**src/rtl/multicycle_ctrl_if.sv**
```systemverilog
// rtl/multicycle_ctrl_if.sv - decode inputs and control outputs between controller and datapath
interface multicycle_ctrl_if;
  logic [6:0] op;
  logic [2:0] funct3;
  logic       funct7b5;
  logic [3:0] Flag;
  logic       MemReady;
  logic       PCWrite;
  logic       AdrSrc;
  logic       MemWrite;
  logic       IRWrite;
  logic       RegWrite;
  logic [1:0] ResultSrc;
  logic [1:0] ALUSrcA;
  logic [1:0] ALUSrcB;
  logic [1:0] ALUOp;
  logic       Retire;
  logic       Halt;

  modport master (
    input  op, funct3, funct7b5, Flag, MemReady,
    output PCWrite, AdrSrc, MemWrite, IRWrite, RegWrite,
           ResultSrc, ALUSrcA, ALUSrcB, ALUOp, Retire, Halt
  );

  modport slave (
    output op, funct3, funct7b5, Flag, MemReady,
    input  PCWrite, AdrSrc, MemWrite, IRWrite, RegWrite,
           ResultSrc, ALUSrcA, ALUSrcB, ALUOp, Retire, Halt
  );
endinterface

```
**src/rtl/multicycle_ctrl.sv**
```systemverilog
// rtl/multicycle_ctrl.sv - multicycle RISC-V style main controller FSM
module multicycle_ctrl (
  input logic               clk,
  input logic               reset,
  multicycle_ctrl_if.master bus
);

  typedef enum logic [3:0] {
    FETCH, DECODE, MEMADR, MEMREAD, MEMWB, MEMWRITE, EXECR,
    EXECI, ALUWB, BRANCH, JAL, JALR, LUI, HALT
  } state_t;

  state_t     state, state_next;
  logic       retire_q;
  logic       taken;
  logic       pc_write, ir_write, mem_write, reg_write, adr_src;
  logic [1:0] result_src, alu_src_a, alu_src_b, alu_op;
  logic       unused_funct7b5;

  assign unused_funct7b5 = bus.funct7b5;

  always_ff @(posedge clk) begin
    if (reset) begin
      state    <= FETCH;
      retire_q <= 1'b0;
    end else begin
      state    <= state_next;
      retire_q <= (state_next == FETCH) && (state != FETCH);
    end
  end

  // Flag = {Ovf, Carry, Neg, Zero}
  always_comb begin
    taken = 1'b0;
    case (bus.funct3)
      3'b000:  taken = bus.Flag[0];
      3'b001:  taken = ~bus.Flag[0];
      3'b100:  taken = bus.Flag[1] ^ bus.Flag[3];
      3'b101:  taken = ~(bus.Flag[1] ^ bus.Flag[3]);
      3'b110:  taken = ~bus.Flag[2];
      3'b111:  taken = bus.Flag[2];
      default: taken = 1'b0;
    endcase
  end

  always_comb begin
    state_next = state;
    pc_write   = 1'b0;
    ir_write   = 1'b0;
    mem_write  = 1'b0;
    reg_write  = 1'b0;
    adr_src    = 1'b0;
    result_src = 2'b00;
    alu_src_a  = 2'b00;
    alu_src_b  = 2'b00;
    alu_op     = 2'b00;
    case (state)
      FETCH: begin
        alu_src_b  = 2'b10;
        result_src = 2'b10;
        ir_write   = bus.MemReady;
        pc_write   = bus.MemReady;
        if (bus.MemReady) state_next = DECODE;
      end
      DECODE: begin
        alu_src_a = 2'b01;
        alu_src_b = 2'b01;
        case (bus.op)
          7'b0000011, 7'b0100011: state_next = MEMADR;
          7'b0110011:             state_next = EXECR;
          7'b0010011:             state_next = EXECI;
          7'b1100011:             state_next = BRANCH;
          7'b1101111:             state_next = JAL;
          7'b1100111:             state_next = JALR;
          7'b0110111:             state_next = LUI;
          // funct3=000 in the system space is taken as EBREAK; other system ops retire as no-ops
          7'b1110011:             state_next = (bus.funct3 == 3'b000) ? HALT : FETCH;
          default:                state_next = HALT;
        endcase
      end
      MEMADR: begin
        alu_src_a  = 2'b10;
        alu_src_b  = 2'b01;
        state_next = bus.op[5] ? MEMWRITE : MEMREAD;
      end
      MEMREAD: begin
        adr_src = 1'b1;
        if (bus.MemReady) state_next = MEMWB;
      end
      MEMWB: begin
        result_src = 2'b01;
        reg_write  = 1'b1;
        state_next = FETCH;
      end
      MEMWRITE: begin
        adr_src   = 1'b1;
        mem_write = 1'b1;
        if (bus.MemReady) state_next = FETCH;
      end
      EXECR: begin
        alu_src_a  = 2'b10;
        alu_op     = 2'b10;
        state_next = ALUWB;
      end
      EXECI: begin
        alu_src_a  = 2'b10;
        alu_src_b  = 2'b01;
        alu_op     = 2'b10;
        state_next = ALUWB;
      end
      ALUWB: begin
        reg_write  = 1'b1;
        state_next = FETCH;
      end
      BRANCH: begin
        alu_src_a  = 2'b10;
        alu_op     = 2'b01;
        pc_write   = taken;
        state_next = FETCH;
      end
      JAL: begin
        alu_src_a  = 2'b01;
        alu_src_b  = 2'b10;
        pc_write   = 1'b1;
        state_next = ALUWB;
      end
      // JALR loads rs1+imm, then reuses JAL to form OldPC+4 for the link write
      JALR: begin
        alu_src_a  = 2'b10;
        alu_src_b  = 2'b01;
        result_src = 2'b10;
        pc_write   = 1'b1;
        state_next = JAL;
      end
      LUI: begin
        alu_src_a  = 2'b10;
        alu_src_b  = 2'b01;
        state_next = ALUWB;
      end
      HALT:    state_next = HALT;
      default: state_next = FETCH;
    endcase
  end

  assign bus.PCWrite   = pc_write & ~reset;
  assign bus.IRWrite   = ir_write & ~reset;
  assign bus.MemWrite  = mem_write & ~reset;
  assign bus.RegWrite  = reg_write & ~reset;
  assign bus.Retire    = retire_q & ~reset;
  assign bus.AdrSrc    = adr_src;
  assign bus.ResultSrc = result_src;
  assign bus.ALUSrcA   = alu_src_a;
  assign bus.ALUSrcB   = alu_src_b;
  assign bus.ALUOp     = alu_op;
  assign bus.Halt      = (state == HALT);

endmodule

```
**src/flat_wrapper.sv**
```systemverilog
// flat-port wrapper written by rule: the top's interface ports become plain ports
module multicycle_ctrl_flat 
  (clk, reset, bus_op, bus_funct3, bus_funct7b5, bus_Flag, bus_MemReady, bus_PCWrite, bus_AdrSrc, bus_MemWrite, bus_IRWrite, bus_RegWrite, bus_ResultSrc, bus_ALUSrcA, bus_ALUSrcB, bus_ALUOp, bus_Retire, bus_Halt);
  multicycle_ctrl_if bus_i ();
  input logic clk;
  input logic reset;
  input wire logic [$bits(bus_i.op)-1:0] bus_op;
  input wire logic [$bits(bus_i.funct3)-1:0] bus_funct3;
  input wire logic [$bits(bus_i.funct7b5)-1:0] bus_funct7b5;
  input wire logic [$bits(bus_i.Flag)-1:0] bus_Flag;
  input wire logic [$bits(bus_i.MemReady)-1:0] bus_MemReady;
  output wire logic [$bits(bus_i.PCWrite)-1:0] bus_PCWrite;
  output wire logic [$bits(bus_i.AdrSrc)-1:0] bus_AdrSrc;
  output wire logic [$bits(bus_i.MemWrite)-1:0] bus_MemWrite;
  output wire logic [$bits(bus_i.IRWrite)-1:0] bus_IRWrite;
  output wire logic [$bits(bus_i.RegWrite)-1:0] bus_RegWrite;
  output wire logic [$bits(bus_i.ResultSrc)-1:0] bus_ResultSrc;
  output wire logic [$bits(bus_i.ALUSrcA)-1:0] bus_ALUSrcA;
  output wire logic [$bits(bus_i.ALUSrcB)-1:0] bus_ALUSrcB;
  output wire logic [$bits(bus_i.ALUOp)-1:0] bus_ALUOp;
  output wire logic [$bits(bus_i.Retire)-1:0] bus_Retire;
  output wire logic [$bits(bus_i.Halt)-1:0] bus_Halt;
  assign bus_i.op = bus_op;
  assign bus_i.funct3 = bus_funct3;
  assign bus_i.funct7b5 = bus_funct7b5;
  assign bus_i.Flag = bus_Flag;
  assign bus_i.MemReady = bus_MemReady;
  assign bus_PCWrite = bus_i.PCWrite;
  assign bus_AdrSrc = bus_i.AdrSrc;
  assign bus_MemWrite = bus_i.MemWrite;
  assign bus_IRWrite = bus_i.IRWrite;
  assign bus_RegWrite = bus_i.RegWrite;
  assign bus_ResultSrc = bus_i.ResultSrc;
  assign bus_ALUSrcA = bus_i.ALUSrcA;
  assign bus_ALUSrcB = bus_i.ALUSrcB;
  assign bus_ALUOp = bus_i.ALUOp;
  assign bus_Retire = bus_i.Retire;
  assign bus_Halt = bus_i.Halt;
  multicycle_ctrl u_core (.clk(clk), .reset(reset), .bus(bus_i));
endmodule
```
**config.mk**
```make
export PLATFORM = sky130hd
export DESIGN_NAME = multicycle_ctrl_flat
export DESIGN_NICKNAME = d
export VERILOG_FILES = /design/src/rtl/multicycle_ctrl_if.sv /design/src/rtl/multicycle_ctrl.sv /design/src/flat_wrapper.sv
export SDC_FILE = /design/constraint.sdc
export NUM_CORES = 1
export LEC_CHECK = 0
export CORE_MARGIN = 2
export CORE_UTILIZATION = 41
export DETAILED_ROUTE_END_ITERATION = 8
export HOLD_SLACK_MARGIN = 0.12
export MAX_ROUTING_LAYER = met4
export PLACE_DENSITY = 0.79
export SYNTH_ARGS = -nofsm -noshare
export SYNTH_HDL_FRONTEND = slang
export SYNTH_SLANG_ARGS = --single-unit
```
**constraint.sdc**
```tcl
create_clock -name clk -period 1.84 [get_ports clk]
set_input_delay 0.368 -clock clk [delete_from_list [all_inputs] [get_ports clk]]
set_output_delay 0.368 -clock clk [all_outputs]
set_load 0.01 [all_outputs]
```
# --- After elaboration in Yosys (flattened, before gate mapping) ---
# Index checks and enable logic that the tools add are counted.
totals:
  regBits: 5
  inputBits: 18
  elab_cells: 72
  output_inout_bits: 15
op_classes:
  n_mux: 17
  bitwise_logic: 10
  n_eq_ne: 27
  n_reduce_logical: 16
ops:
  columns: ["operator", "n"]
  rows:
  - ["$pmux W4 S8", 2]
  - ["$eq A7 B7 Y1 const B", 4]
  - ["$eq A4 B4 Y1 const B", 6]
  - ["$eq A7 B6 Y1 const B", 3]
  - ["$eq A4 B3 Y1 const B", 4]
  - ["$mux W4", 4]
  - ["$pmux W2 S2", 4]
  - ["$reduce_or A2 Y1", 8]
  - ["$eq A3 B3 Y1 const B", 4]
  - ["$eq A4 B2 Y1 const B", 2]
  - ["$logic_not A4 Y1", 2]
  - ["$eq A7 B2 Y1 const B", 1]
  - ["$eq A7 B5 Y1 const B", 1]
  - ["$pmux W1 S6", 1]
  - ["$reduce_or A6 Y1", 1]
  - ["$and A1 B1 Y1", 5]
  - ["$reduce_or A5 Y1", 1]
  - ["$eq A4 B1 Y1 const B", 1]
  - ["$mux W1", 4]
  - ["$not A1 Y1", 4]
  - ["$reduce_bool A4 Y1", 1]
  - ["$reduce_or A4 Y1", 1]
  - ["$eq A3 B1 Y1 const B", 1]
  - ["$logic_not A3 Y1", 1]
  - ["4 further kinds", 4]

# --- Depth between registers and ports, before layout ---
# Gate-level depths: netlist of run 1.
logic_depth:
  word_depth: 6
  mapped_depth: 6
  depth_no_buf: 5

# --- Worst setup path after synthesis of run 1 ---
# OpenSTA, ideal clock, no wires.
synth_timing:
  path_type: "input-to-output"
  start: "input port bus_Flag[3]"
  end: "output port bus_PCWrite"
  cell_stages: 5
  slack_ns: 0.294
  t_required_ns: 1.472
  path_buffers: 0
  arrival_ns: 1.178
  path_cell_list: "xor2_1 -> o21ai_0 -> xnor2_1 -> a21oi_1 -> o21ai_0"
synth_between:
  elab_chain_len: 5
synth_rtl:
  columns: ["element", "line_no", "rtl"]
  rows:
  - ["from (decl)", "flat_wrapper.sv:10", "input wire logic [$bits(bus_i.Flag)-1:0] bus_Flag;"]
  - ["$xor A1 B1 Y1 (*)", "multicycle_ctrl.sv:38, multicycle_ctrl.sv:39", null]
  - ["$not A1 Y1", "multicycle_ctrl.sv:39", "3'b101: taken = ~(bus.Flag[1] ^ bus.Flag[3]);"]
  - ["$pmux W1 S6 (*)", "multicycle_ctrl.sv:35", "case (bus.funct3)"]
  - ["$pmux W1 S3 (*)", "multicycle_ctrl.sv:57", "case (state)"]
  - ["$and A1 B1 Y1 (*)", "multicycle_ctrl.sv:145", "assign bus.PCWrite = pc_write & ~reset;"]
  - ["to (decl)", "flat_wrapper.sv:12", "output wire logic [$bits(bus_i.PCWrite)-1:0] bus_PCWrite;"]
# Mark *: on every way between the ends. The rest lies on a longest branch, timed or not.

# --- Worst setup path after layout of run 1 ---
layout_timing:
  start: "input port bus_MemReady"
  end: "output port bus_IRWrite"
layout_between:
  elab_chain_len: 2
layout_rtl:
  columns: ["element", "line_no", "rtl"]
  rows:
  - ["from (decl)", "flat_wrapper.sv:11", "input wire logic [$bits(bus_i.MemReady)-1:0] bus_MemReady;"]
  - ["$mux W1", "multicycle_ctrl.sv:57", null]
  - ["$and A1 B1 Y1", "multicycle_ctrl.sv:146", "assign bus.IRWrite = ir_write & ~reset;"]
  - ["to (decl)", "flat_wrapper.sv:15", "output wire logic [$bits(bus_i.IRWrite)-1:0] bus_IRWrite;"]
# No other way between the ends.

==> summary.txt, run 1 <==
Run status
  • Status: finished, final reports clean

Timing
  • Setup ws final: 0.0295 ns
  • Fmax achieved: 552 MHz
  • Setup tns final: 0 ns
  • Final Cycle Share: 98.4%
  • Setup violators final: 0
  • Final Hold Fails: 0
  • Clk_skew: 0.00200 ns
  • RSZ-0062 raised after global routing: yes
  • Headroom to the max-slew limit: 82.1%
  • Min Hold Slack: 0.591 ns
  • Worst Tran Pin Value: between 0.2 and 0.3 ns
  • Fin. max-slew vios: 0
  • Tmin final: roughly 1.8 ns

Critical path
  • CP bufs+invs: 3
  • Crit. End Element: output port
  • Peak per-stage delay on the critical path: 0.49 ns
  • Crit Path Category: in -> out
  • Nature of the critical path startpoint: input port
  • Crit-path max FO: 4
  • CP Data Arrival Time: 1.44 ns
  • Ordered list of cells on the worst path: clkdlybuf4s50_1 > buf_4 > and4b_1 > clkdlybuf4s15_1
  • Slowest cell on the critical path: clkdlybuf4s50_1
  • Required time of the critical path: about 1.5 ns
  • Crit path max-delay family: buffers and inverters

Pwr
  • Largest vdd supply drop: 0.000396 V
  • Register share of total power: about a fifth
  • Internal power component: 415 uW
  • Combinational share of power: around three fifths
  • Sw Share: roughly 37%
  • Final Total Pwr: 655 uW
  • Switch Pwr: around 240 uW
  • Clk pwr share: between 10% and 20%
  • Power Dens Cells: 503 nW/um2
  • Leak pwr: 0.000606 uW

Placement
  • Hpwl dp: around 1800 um
  • Pre-CTS setup slack: -0.629 ns
  • Port Buf Inserts: 31
  • GP Congestion: 0.838

Clock network
  • Hold-fix buffers at CTS: 0
  • H-tree Lvls: 1
  • Clock transition at path regs: 0.04 ns
  • CTS tree: yes
  • Num CTS Buffers: 3
  • Root Driver: clkbuf_4
  • Clock latency on the worst-skew pair: approximately 0.24 ns
  • Worst-case clock buffer depth: 2
  • # clock sinks: 5

Finish
  • Syn-to-layout area delta: 75.8%
  • Diodes inserted: 0
  • Fraction of layout cells with a size suffix above 1: between 20% and 30%
  • Nets: 185

Yosys
  • Post-synthesis cell type count: 38
  • Largest family of logic cells by synthesized area: simple AND/OR/NAND/NOR gates
  • Syn Area/Cell: 6.67 um2
  • Post-synthesis register bit count: 5
  • Compound-Gate Fraction of Synth Area: between 20% and 30%
  • Seq/Total Area, Yosys: 13.5%
  • Synth Area in XOR/XNOR: 5.91%
  • Ys Warns: 0
  • Post-Synth Adder-Cell Area: 0%
  • Proportion of synthesized area in mux cells: a little over 4%
  • Simple-gate share of the synthesized area: around 43%
  • Mapped Nets: 129
  • Mapped cell area: 741 um2
  • Synth Instances: 111

Floorplanning
  • Starting density of the core: approximately 43%
  • Rows: 15
  • Die H: 46.5 um
  • Num ports: 33
  • Floorplan core area: between 1500 and 2000 um2
  • Die X: 46.5 um
  • DIE AREA: 2160 um2

Routing
  • DRC: 0
  • Routed WL per cell: 12.7 um
  • Post-route ant nets: 0
  • Starting DRT DRC Count: 17
  • Vias: 1004
  • Vias/cell: 5.26
  • Routed WL: around 2400 um
  • Detailed Routing Iterations Pass 1: 4

Global routing
  • Initial antenna violation count: 0
  • Vias in the first global route: between 900 and 1000
  • Largest net degree at the start of global routing: 14
  • First-pass GRT wire length: 3880 um
  • GRT Total Usage: 25.0%
  • Grt total ovfl: 0

Hold path
  • Hold WC Path Type: in -> reg

Job
  • Max Cap Violations: 0
==> path summary, 6_finish.rpt <==
check / startpoint / end / slack, ns / cells past startpoint
min: reset / u_core.state[3]$_SDFF_PP0_ / 0.59 / 3
min reg2reg: u_core.state[1]$_SDFF_PP0_ / u_core.retire_q$_SDFF_PP0_ / 0.72 / 3
max reg2reg: u_core.state[3]$_SDFF_PP0_ / u_core.retire_q$_SDFF_PP0_ / 0.29 / 7
max: bus_MemReady / bus_IRWrite / 0.03 / 4
==> power groups by stage <==
stage	logic (uW)	clock network, uW	registers [uW]
2_1_floorplan	195	0	128
3_3_place_gp	365	0	139
3_5_place_dp	377	0	139
4_1_cts	372	132	133
5_1_grt	428	134	137
6_report	394	126	135
==> cell usage in the layout, fill, tap and decap left out, types with 2 or more instances in the layout <==
master           synthesis  final
nand3_1                  5      5
nand2_1                  8      8
clkbuf_2                 0      2
o21ai_1                  1      2
a21oi_1                 10      9
dfxtp_1                  5      2
dlymetal6s2s_1           0      5
clkdlybuf4s50_1          0     11
xnor2_1                  4      3
buf_4                    0     27
nand2b_1                 5      5
clkbuf_4                 0      3
dfxtp_4                  0      3
o21ai_0                  6      4
mux2i_1                  3      3
or3_4                    0      2
nor2_1                  14     14
o22ai_1                  2      2
a211o_1                  2      2
dlygate4sd2_1            0      9
buf_2                    3      2
nor3_1                   9      9
inv_1                    4      4
nor2b_1                  4      4
==> routing by layer <==
| layer | up-vias | GRT usage [%] | share of wire [%] |
|---|---|---|---|
| met4 | 0 | 7.43 | 1.9 |
| met2 | 21 | 45.3 | 54 |
| met1 | 473 | 27.3 | 42 |
| met5 | - | - | 0 |
| li1 | 506 | - | - |
| met3 | 4 | 4.71 | 2.6 |
==> cell families after synthesis <==
| group | count (synthesis) |
|---|---|
| AND/OR/NAND/NOR | 58 |
| flip-flops | 5 |
| buffers and inverters | 13 |
| AO/OA/AOI/OAI | 27 |
| multiplexers | 3 |
| XOR/XNOR | 5 |
==> area by class of cell <==
class / count / area [um2]
Clock buffer: 4 / 26.3
Fill cell: 142 / 405
Sequential cell: 5 / 111
Multi-Input combinational cell: 93 / 597
Inverter: 4 / 15.0
Timing Repair Buffer: 60 / 522
Tap cell: 25 / 31.3
==> synthesized netlist by cell type (all sizes together) <==
library cell	number	share of area, %
buf	6	4.6
xor2	1	1.2
nand2b	5	4.2
o311a	1	1.4
or3	3	2.5
o2111a	1	1.5
a2bb2oi	1	1.2
and2	1	0.85
nand4bb	1	1.5
nand4	1	0.85
xnor2	4	4.7
a211o	2	2.4
clkbuf	3	4.2
or4b	1	1.4
nand2	8	4.1
a21boi	1	1.0
nor2	14	7.1
o21ai	7	4.7
nor3b	1	1.0
nor4	1	0.85
a211oi	1	1.0
nor3	11	9.6
nand3	5	3.4
mux2i	3	4.1
a21oi	10	6.8
nand3b	1	1.0
a21o	1	1.0
and4b	1	1.4
o22ai	2	1.7
nor2b	4	3.4
inv	4	2.0
dfxtp	5	14
==> flip-flops by register name, summed over array words and instances (netlist names) <==
register	flops
u_core.retire_q	1
u_core.state	4
==> tightest hold or removal path, stage by stage <==
cell and delay (ns):
dlymetal6s2s_1 0.18, buf_4 0.19, nor2b_1 0.05
==> repair_timing <==
item / CTS / global route
buffers inserted: 2 / 0
gates resized for setup: 31 / 19
pin swaps: 1 / 8
endpoints found under the setup margin: 15 / 12
==> through the flow <==
step,utilization [%],instances,cell area [um2]
6_report,76.3,191,1300
5_1_grt,76.3,191,1300
4_1_cts,74.1,191,1260
3_5_place_dp,71.4,185,1220
3_3_place_gp,71.4,185,1220
2_1_floorplan,-,111,741
Note: power is estimated with default switching activity, not from simulation.
==> run 2: changes to the inputs <==
Settings changed: SETUP_SLACK_MARGIN from default to 0.02.
==> run 2 against run 1 <==
Fmax is 4.2% higher. Non-clock buffer count unchanged. Critical path depth did not move. Worst setup slack gained 0.072 ns. Critical endpoint is now bus_ResultSrc[1]. Highest routed layer unchanged.
==> summary.txt, run 2 (same netlist as run 1, synthesis figures left out) <==
Clock network
  • Worst-case clock buffer depth: 2 (unchanged)
  • Root Driver: clkbuf_4
  • # clock sinks: 5 (unchanged)
  • Clock transition at path regs: 0.04 ns (about the same)
  • Clock latency on the worst-skew pair: 0.24 ns (about the same)
  • H-tree Lvls: 1 (unchanged)
  • CTS tree: yes
  • Num CTS Buffers: 3 (unchanged)

Hold path
  • Hold Crit Endpoint: u_core.state[3]$_SDFF_PP0_
  • Hold path start: reset
  • Hold path depth: 3 (unchanged)
  • Hold WC Path Type: in -> reg

Finish
  • Most common cell after layout, fill and taps aside: buf_4
  • Nets: 185 (unchanged)
  • Commonest cells after routing, fill and taps aside: buf_4, nor2_1, a21oi_1, dlygate4sd2_1, clkdlybuf4s50_1
  • Diodes inserted: 0 (unchanged)
  • Syn-to-layout area delta: 72.5%
  • Max reg flops: 4 (unchanged)
  • Top Registers: u_core.state x4, u_core.retire_q x1
  • Biggest register: u_core.state
  • Fillers: 141 (-0.70%)
  • Fin cells: 191 (unchanged)
  • Fraction of layout cells with a size suffix above 1: 28.9% (+0.60 points)

Critical path
  • CP Data Arrival Time: 1.37 ns (-0.07 ns)
  • Worst reg2reg path depth: 7 (unchanged)
  • FF-to-FF setup slack: 0.27 ns (-0.02 ns)
  • Crit Path Category: reg -> out
  • Crit. End Element: output port
  • R2R Path Start: u_core.state[3]$_SDFF_PP0_
  • Nature of the critical path startpoint: flip-flop
  • Required time of the critical path: 1.47 ns (about the same)
  • Crit-path max FO: 6 (+2)
  • Worst r2r dst: u_core.retire_q$_SDFF_PP0_
  • Slowest cell on the critical path: or3_1
  • Ordered list of cells on the worst path: buf_4 > or3_1 > a21oi_1 > buf_2
  • Peak per-stage delay on the critical path: 0.35 ns (-0.14 ns)

Floorplanning
  • Num ports: 33 (unchanged)
  • DIE AREA: 2160 um2 (unchanged)
  • Starting density of the core: 43.4% (unchanged)
  • Rows: 15 (unchanged)
  • Die H: 46.5 um (unchanged)
  • Floorplan core area: 1710 um2 (unchanged)
  • Die X: 46.5 um (unchanged)

Global routing
  • Vias in the first global route: 953 (-0.52%)
  • Initial antenna violation count: 0 (unchanged)
  • Largest net degree at the start of global routing: 14 (unchanged)
  • Grt total ovfl: 0 (unchanged)
  • GRT Total Usage: 25.0% (-0.082 points)
  • First-pass GRT wire length: 3860 um (-0.34%)

Routing
  • Detailed Routing Iterations Pass 1: 4 (unchanged)
  • Vias/cell: 5.27 (+0.30%)
  • Routed WL per cell: 12.4 um (-2.8%)
  • Routed WL: 2360 um (-2.8%)
  • Post-route ant nets: 0 (unchanged)
  • Starting DRT DRC Count: 18 (+1)
  • DRC: 0 (unchanged)
  • Vias: 1007 (+0.30%)

Job
  • Max Cap Violations: 0 (unchanged)

Pwr
  • Leak pwr: 0.000617 uW (+1.8%)
  • Power Dens Cells: 495 nW/um2 (-1.6%)
  • Largest vdd supply drop: 0.000413 V (+4.3%)

Timing
  • Setup violators final: 0 (unchanged)
  • Final Cycle Share: 94.5% (-3.9 points)
  • Fmax achieved: 575 MHz (+4.2%)
  • Tmin final: 1.74 ns (-0.0724 ns)
  • Fin. max-slew vios: 0 (unchanged)
  • Headroom to the max-slew limit: 82.6% (+0.42 points)
  • Clk_skew: 0.00200 ns (-0.0000000300 ns)
  • RSZ-0062 raised after global routing: yes
  • Final Hold Fails: 0 (unchanged)
  • Min Hold Slack: 0.704 ns (+0.113 ns)
  • Worst Tran Pin Value: 0.261 ns (-0.00628 ns)

Run status
  • Status: finished, final reports clean

Placement
  • Port Buf Inserts: 31 (unchanged)
  • Placed Cells: 185 (unchanged)
  • Hpwl dp: 1800 um (unchanged)
  • GP Congestion: 0.838 (unchanged)
run 2: cell types whose count changed in the layout (fill, tap and decap cells not counted), sizes merged:
cell	delta
buf	+1
clkdlybuf4s15	-1
clkdlybuf4s50	-2
dlygate4sd2	+1
dlymetal6s2s	+1
run 2: critical path: cells and delay by family (launching register included):
family	cells	cell delay, ns
buffers and inverters	2	0.31
flip-flops	1	0.33
AO/OA/AOI/OAI	1	0.15
AND/OR/NAND/NOR	1	0.35
run 2: per-layer routing:
layer / global-route usage [%] / part of all wire, % / routed length [um]
met5: - / 0 / 0
met4: 7.43 / 0.30 / 7
met3: 4.71 / 3.7 / 87
met2: 45.3 / 54 / 1280
met1: 27.1 / 42 / 987
run 2: worst max-delay path by stage:
stage / from / endpoint / slack [ns] / depth (start not counted)
final: u_core.state[0]$_SDFF_PP0_ / bus_ResultSrc[1] / 0.10 / 4
after global routing: bus_Flag[0] / bus_PCWrite / 0.001 / 6
after CTS: bus_Flag[1] / bus_PCWrite / -0.14 / 7
after detailed placement: bus_Flag[3] / bus_PCWrite / -0.63 / 7
after global placement: bus_Flag[3] / bus_PCWrite / -0.58 / 7
after floorplan: bus_Flag[3] / bus_PCWrite / 0.29 / 5
run 2: stage by stage:
step	utilization, %	power, uW	cell area, um2	setup slack (ns)	setup TNS (ns)
3_3_place_gp	71.4	504	1220	-0.576	-2.39
6_report	74.8	632	1280	0.102	0
4_1_cts	73.4	633	1250	-0.136	-0.136
3_5_place_dp	71.4	516	1220	-0.629	-2.72
2_1_floorplan	-	322	741	0.294	0
5_1_grt	74.8	676	1280	0.00104	0
run 2: area by class of cell:
class                           instances  area, um2  area share [%]
Multi-Input combinational cell         93        587            45.9
Sequential cell                         5        111            8.72
Clock buffer                            4       26.3            2.06
Tap cell                               25       31.3            2.45
Inverter                                4       15.0            1.18
Timing Repair Buffer                   60        507            39.7
run 2: what timing repair did:
action                                 CTS  global route
pin swaps                                2             5
gates cloned                             0             0
buffers inserted                         2             0
endpoints found under the hold margin    0             0
gates resized for setup                 36            14
setup endpoints to repair               16             7
hold buffers                             0             0
run 2: where the power goes:
group | switching, uW | total [uW] | internal [uW]
Sequential | 16.5 | 136 | 120
Combinational | 172 | 370 | 197
Clock | 43.9 | 126 | 81.9
==> variant: new RTL, flow settings as in run 1 <==
Reset style: asynchronous (`reset`), changed in one clocked block.
--- a/src/rtl/multicycle_ctrl.sv
+++ b/src/rtl/multicycle_ctrl.sv
@@ -19,7 +19,7 @@
 
   assign unused_funct7b5 = bus.funct7b5;
 
-  always_ff @(posedge clk) begin
+  always_ff @(posedge clk or posedge reset) begin
     if (reset) begin
       state    <= FETCH;
       retire_q <= 1'b0;
Formal check against the unedited RTL: differs if reset is asserted again (counterexample within 4 cycles, from zero or initial values and one cycle with reset high); with reset held inactive, the same outputs for 10 cycles.
==> variant against run 1 <==
The flow now finishes with violations (negative setup slack). Synthesized cell count decreased by 5.4%. Setup slack got worse by 0.12 ns. Count of clock-buffer cells in the layout unchanged. Synthesized area increased by 6.6%. Routed wire length increased by 5.2%. Register-to-register slack got worse by 0.23 ns. Sequential share of layout area increased by 0.68 points. Design area increased by 4.0%. Die area increased by 6.0%. Non-clock buffer count increased by 4. Sequential cell count unchanged. Largest cell class unchanged.
Power is not compared: it rests on default switching activity, and its combinational part moved more than twofold at a synthesized area within 25%.
==> variant: results (changes against run 1) <==
| Metric | Value |
|---|---|
| Post-Place Worst Slack | -0.635 ns (-0.00570 ns) |
| Total Neg Setup Slack | -0.180 ns (-0.180 ns) |
| HP Class | input pin to async pin |
| Crit-path max FO | 3 (-1) |
| Vias | 1054 (+5.0%) |
| Post-detail-place hpwl | 1920 µm (+6.8%) |
| Slowest cell on crit path | dfrtp_1 |
| CTS resizes | 66 (+110%) |
| Crit path max-delay family | simple AND/OR/NAND/NOR gates |
| I/O Buffers | 31 (unchanged) |
| First-pass GRT wire length | 4010 µm (+3.4%) |
| Vias/cell | 5.55 (+5.5%) |
| Commonest cells post-synth | 10 x nor2_1, 6 x nand2_1, 6 x nor2b_1, 6 x o21ai_0 |
| Drt wl/cell | 13.5 µm (+5.8%) |
| Layout cells sized above 1 | 41.8% (+14 points) |
| Syn nets | 123 (-4.7%) |
| Mapped Cells | 105 (-5.4%) |
| Largest net degree at the start of global routing | 14 (unchanged) |
| Worst reg2reg path depth | 8 (+1) |
| # setup viols final | 3 (+3) |
| DP Area | 0.00128 mm² (+4.8%) |
| Synth area leaders | dfrtp_1 16%, nor2_1 4.8%, nor2b_1 4.8% |
| Tightest Pin Transition | 0.342 ns (+0.0746 ns) |
| Post-route setup slack | -0.0954 ns (-0.125 ns) |
| Failing checks | negative setup slack |
| Critical path data arrival time | 1.57 ns (+0.13 ns) |
| Crit Reg-Reg Endpoint | u_core.retire_q$_DFF_PP0_ |
| Outcome | finished, violations left |
| Slowest stage delay, CP | 0.39 ns (-0.10 ns) |
| DR iter-0 viols | 19 (+2) |
| Distinct cell type count after synthesis | 50 (+32%) |
| Synth async-reset ratio | 100% (+100 points) |
| RR Startpoint | u_core.state[3]$_DFF_PP0_ |
| Top_reg_cell synth | dfrtp_1 |
| Hold Slack | 0.353 ns (-0.238 ns) |
| Setup bufs post-CTS | 5 (+3) |
| Clock Skew | 0.00952 ns (+0.00752 ns) |
| Placer Congestion | 0.798 (-4.7%) |
| Vias in the first global route | 974 (+1.7%) |
| Clock slew at reported path FFs | about 0.05 ns |
variant: cell types whose count changed after synthesis, moves of 3 or more:
cell	run 1	this run
dfxtp_1	5	0
a21oi_1	10	5
dfrtp_1	0	5
nand2b_1	5	1
nor3_1	9	5
nor2_1	14	10
nand3_1	5	2
variant: area by class of cell:
type,instances,area (µm²)
Timing Repair Buffer,64,520
Sequential cell,5,125
Tap cell,25,31.3
Clock buffer,4,26.3
Multi-Input combinational cell,89,641
Inverter,3,11.3
Fill cell,154,409
variant: power breakdown:
group | internal [mW] | switching (mW) | total, mW
logic | 0.599 | 0.573 | 1.17
clock network | 0.0825 | 0.0524 | 0.135
registers | 0.149 | 0.0336 | 0.183
variant: routing by layer:
layer | vias to the layer above | global-route usage (%) | share of wire (%)
met5 | - | - | 0
met4 | 0 | 13.5 | 3.3
met3 | 10 | 2.64 | 5.4
met2 | 46 | 48.3 | 54
met1 | 487 | 25.2 | 37
li1 | 511 | - | -
variant: worst max path at each step:
stage	slack [ns]	endpoint	cells after the start	from
floorplan	0.11	bus_ALUSrcB[0]	4	u_core.state[3]$_DFF_PP0_
global placement	-0.61	bus_PCWrite	7	bus_Flag[1]
detailed placement	-0.64	bus_PCWrite	7	bus_Flag[1]
CTS	-0.25	bus_PCWrite	7	bus_Flag[3]
global route	-0.13	bus_ALUSrcB[0]	5	u_core.state[3]$_DFF_PP0_
finish	-0.1	bus_ALUSrcB[0]	5	u_core.state[1]$_DFF_PP0_
variant: logic make-up (layout without fill, tap and decap cells):
kind of cell | Yosys count | after routing | synth area share [%]
flip-flops | 5 | 5 | 15.8
buffers and inverters | 11 | 71 | 9.35
multiplexers | 1 | 1 | 1.27
XOR/XNOR | 5 | 5 | 5.55
AND/OR/NAND/NOR | 55 | 55 | 44.2
AO/OA/AOI/OAI | 28 | 28 | 23.8
